## config.mk

```make
export PLATFORM = sky130hd
export DESIGN_NAME = step_timer
export DESIGN_NICKNAME = d
export VERILOG_FILES = /design/src/rtl/pattern_checker_step.sv
export SDC_FILE = /design/constraint.sdc
export NUM_CORES = 1
export LEC_CHECK = 0
export CELL_PAD_IN_SITES_DETAIL_PLACEMENT = 0
export CELL_PAD_IN_SITES_GLOBAL_PLACEMENT = 1
export CORE_MARGIN = 8
export CORE_UTILIZATION = 37
export CTS_CLUSTER_DIAMETER = 120
export CTS_CLUSTER_SIZE = 25
export DETAILED_ROUTE_END_ITERATION = 10
export PLACE_DENSITY_LB_ADDON = 0.25
export SLEW_MARGIN = 20
export SYNTH_ARGS = -nofsm -noshare
export SYNTH_HDL_FRONTEND = slang
export SYNTH_SLANG_ARGS = --single-unit
```

## constraint.sdc

```tcl
create_clock -name clock -period 2.75 [get_ports clock]
set_input_delay 0.6875 -clock clock [delete_from_list [all_inputs] [get_ports clock]]
set_output_delay 0.6875 -clock clock [all_outputs]
set_load 0.01 [all_outputs]
```

## src/rtl/pattern_checker_step.sv

```systemverilog
// step_timer: loadable down-counter; done pulses in the last cycle of a loaded phase.
// A load of N-1 therefore spans exactly N cycles, with done high in the final one.
module step_timer #(
  parameter int WIDTH = 8
) (
  input  logic             clock,
  input  logic             reset,
  input  logic             load,
  input  logic [WIDTH-1:0] load_value,
  output logic             done
);

  logic [WIDTH-1:0] count;
  logic             active;

  always_ff @(posedge clock) begin
    if (!reset) begin
      count  <= '0;
      active <= 1'b0;
    end else if (load) begin
      count  <= load_value;
      active <= 1'b1;
    end else if (active) begin
      if (count == '0) active <= 1'b0;
      else             count  <= count - WIDTH'(1);
    end
  end

  assign done = active && (count == '0);

endmodule

```

==> results.py <==
metrics = {
    "clock_network": {
        "hold_buffers": 0,
        "cts_buffers": 3,
        "clock_sinks": 9,
        "cts_setup_buffers": 0,
        "htreeDepth": 1,
        "clkTransAtPathRegs_ps": 60,
        "cts_root_buf": "clkbuf_4",
        "cts_resized": 0,
        "clk_path_buf_depth": 2,
        "clock_latency_ps": 260,
        "cts_tree": "yes",
    },
    "sta": {
        "slew_viol_final": 0,
        "rsz0062_at_grt": "false",
        "fmax_ghz": 0.3925,
        "finalCriticalPeriod_ps": 2548,
        "finalSetupViolations": 0,
        "whs_ps": 512.1,
        "relSlewSlack_pct": 67.41,
        "clock_skew_ps": 7.678,
        "fin_crit_sh_pct": 92.64,
        "worst_pin_slew_ps": 487.8,
        "hold_viol": 0,
        "setup_tns_ps": 0,
    },
    "yosys": {
        "async_flop_share_pct": 0,
        "synth_area_sq_um": 525.5,
        "ys.flop_type": "dfxtp_1",
        "syn-num-nets": 75,
        "synth_top_cell_area_share_pct": 34.29,
        "synth-seq-cells": 9,
        "syn_inst": 62,
        "yosys.cell_count.top_type": "dfxtp_1",
        "ys_seq_area_share_pct": 34.29,
        "yosys.area.top_type": "dfxtp_1",
        "yosys_warnings": 0,
        "synth.distinct_cells": 28,
        "synth_area_leaders": "dfxtp_1, a21oi_1, xnor2_1, o21ai_0, ha_1",
        "syn_area_per_cell_sq_um": 8.476,
        "synth-edff-count": 0,
        "ys_top_cells_by_count": "dfxtp_1, a21oi_1, o21ai_0",
    },
    "layout": {
        "area_delta_synth_final_pct": 30.95,
        "diodes": 0,
        "final_layout_size_suffix_gt1_share_pct": 10.39,
        "stdcell_area_sq_um": 688.2,
        "fillCellCount": 141,
        "nets": 91,
    },
    "routing": {
        "wirelength_mm": 1.222,
        "drc_errors": 0,
        "ant_nets": 0,
        "drt_iter0_drc": 5,
        "vias_per_cell": 5.446,
        "firstDrtPassIters": 4,
        "wl_per_cell_um": 13.28,
        "num_vias": 501,
    },
    "floorplan": {
        "coreArea_sq_um": 1318,
        "die_h_um": 53.69,
        "fp.dieW_um": 53.69,
        "initial_utilization_pct": 39.89,
        "die_area_sq_um": 2882,
        "io_pins": 12,
        "rows": 13,
    },
    "min_path": {
        "hold_class": "reg -> reg",
    },
    "place": {
        "place_hpwl_um": 930,
        "place.gp.congestion": 0.8091,
        "io_buffers": 11,
        "dpl_cell_area_sq_um": 661.9,
    },
    "pwr": {
        "total_power_mw": 0.3496,
        "p_leak_nw": 0.2615,
        "peakVddDrop_mv": 0.2588,
        "powerDensity_nw_per_um2": 508.0,
    },
    "status": {
        "status": "finished, final reports clean",
    },
    "global_routing": {
        "grt_max_degree": 13,
        "grt_usage_pct": 10.04,
        "grt_overflow_total": 0,
        "grt_pass1_wl_mm": 2.152,
        "antenna_found_initial": 0,
        "grt_pass1_vias": 502,
    },
    "setup_path": {
        "cp_max_fo": 3,
        "cp.required_ps": 2060,
        "crit_type": "reg -> out",
        "worst_setup_path_end_kind": "primary output",
        "cp-start-kind": "flip-flop",
        "arrival_ps": 1860,
    },
    "run": {
        "maxCapViolCount": 0,
    },
}
[power breakdown]
| group | internal [mW] | switching (mW) |
|---|---|---|
| logic | 0.0493 | 0.0419 |
| registers | 0.142 | 0.0133 |
| clock network | 0.0559 | 0.0471 |
[cell families after synthesis]
family | share of synthesized area, %
compound gates | 22.86
simple gates | 25.24
flops | 34.29
buf+inv | 4.285
xor+xnor | 6.666
fa+ha+maj | 4.761
mux | 1.905
[metrics by stage]
stage	instances	worst slack (ps)	util (%)
final	92	202.3	52.23
after global routing	92	34.56	52.23
after CTS	92	198.2	52.23
after detailed placement	88	487.6	50.24
after global placement	88	533.6	50.24
after floorplan	62	876.8	-
[state kept, by name, indices dropped and copies added (netlist names)]
name    flops
active      1
count       8
[layout make-up]
class                           instances  area [sq um]  area share (%)
Multi-Input combinational cell         47         322.8           46.91
Timing Repair Buffer                   13         125.1           18.18
Inverter                                4         15.01           2.182
Clock buffer                            4         26.28           3.818
Tap cell                               15         18.77           2.727
Sequential cell                         9         180.2           26.18
[worst paths after layout]
kind	start	to	slack (ps)	cells past startpoint
setup / recovery	count[0]	done	200	5
hold / removal	count[7]	count[7]	510	2
setup reg to reg	count[1]	count[0]	930	7
hold reg to reg	count[7]	count[7]	510	2
[worst max-delay path: stages (launching register included)]
cell and delay [ps]:
dfxtp_1 320, inv_1 110, ha_1 190, nor3b_1 250, and3_2 210, clkdlybuf4s50_1 530
[routing by layer]
| metal | wire length [um] | GRT usage, % | part of all wire, % |
|---|---|---|---|
| met4 | 9 | 1.261 | 0.74 |
| met2 | 584 | 16.02 | 48 |
| met3 | 63 | 6.061 | 5.2 |
| met5 | 0 | 0 | 0 |
| met1 | 564 | 11.56 | 46 |
[layout by cell type, fill, tap and decap left out, types with 2 or more instances in the layout]
master            n
ha_1              2
nor2_1            3
nand3_1           4
nand2_1           2
clkdlybuf4s50_1  11
buf_4             2
xnor2_1           4
o21ai_0           6
nor3b_1           2
inv_1             4
a21oi_1           7
clkbuf_4          3
dfxtp_1           9
Power figures use the tool's default switching activity.
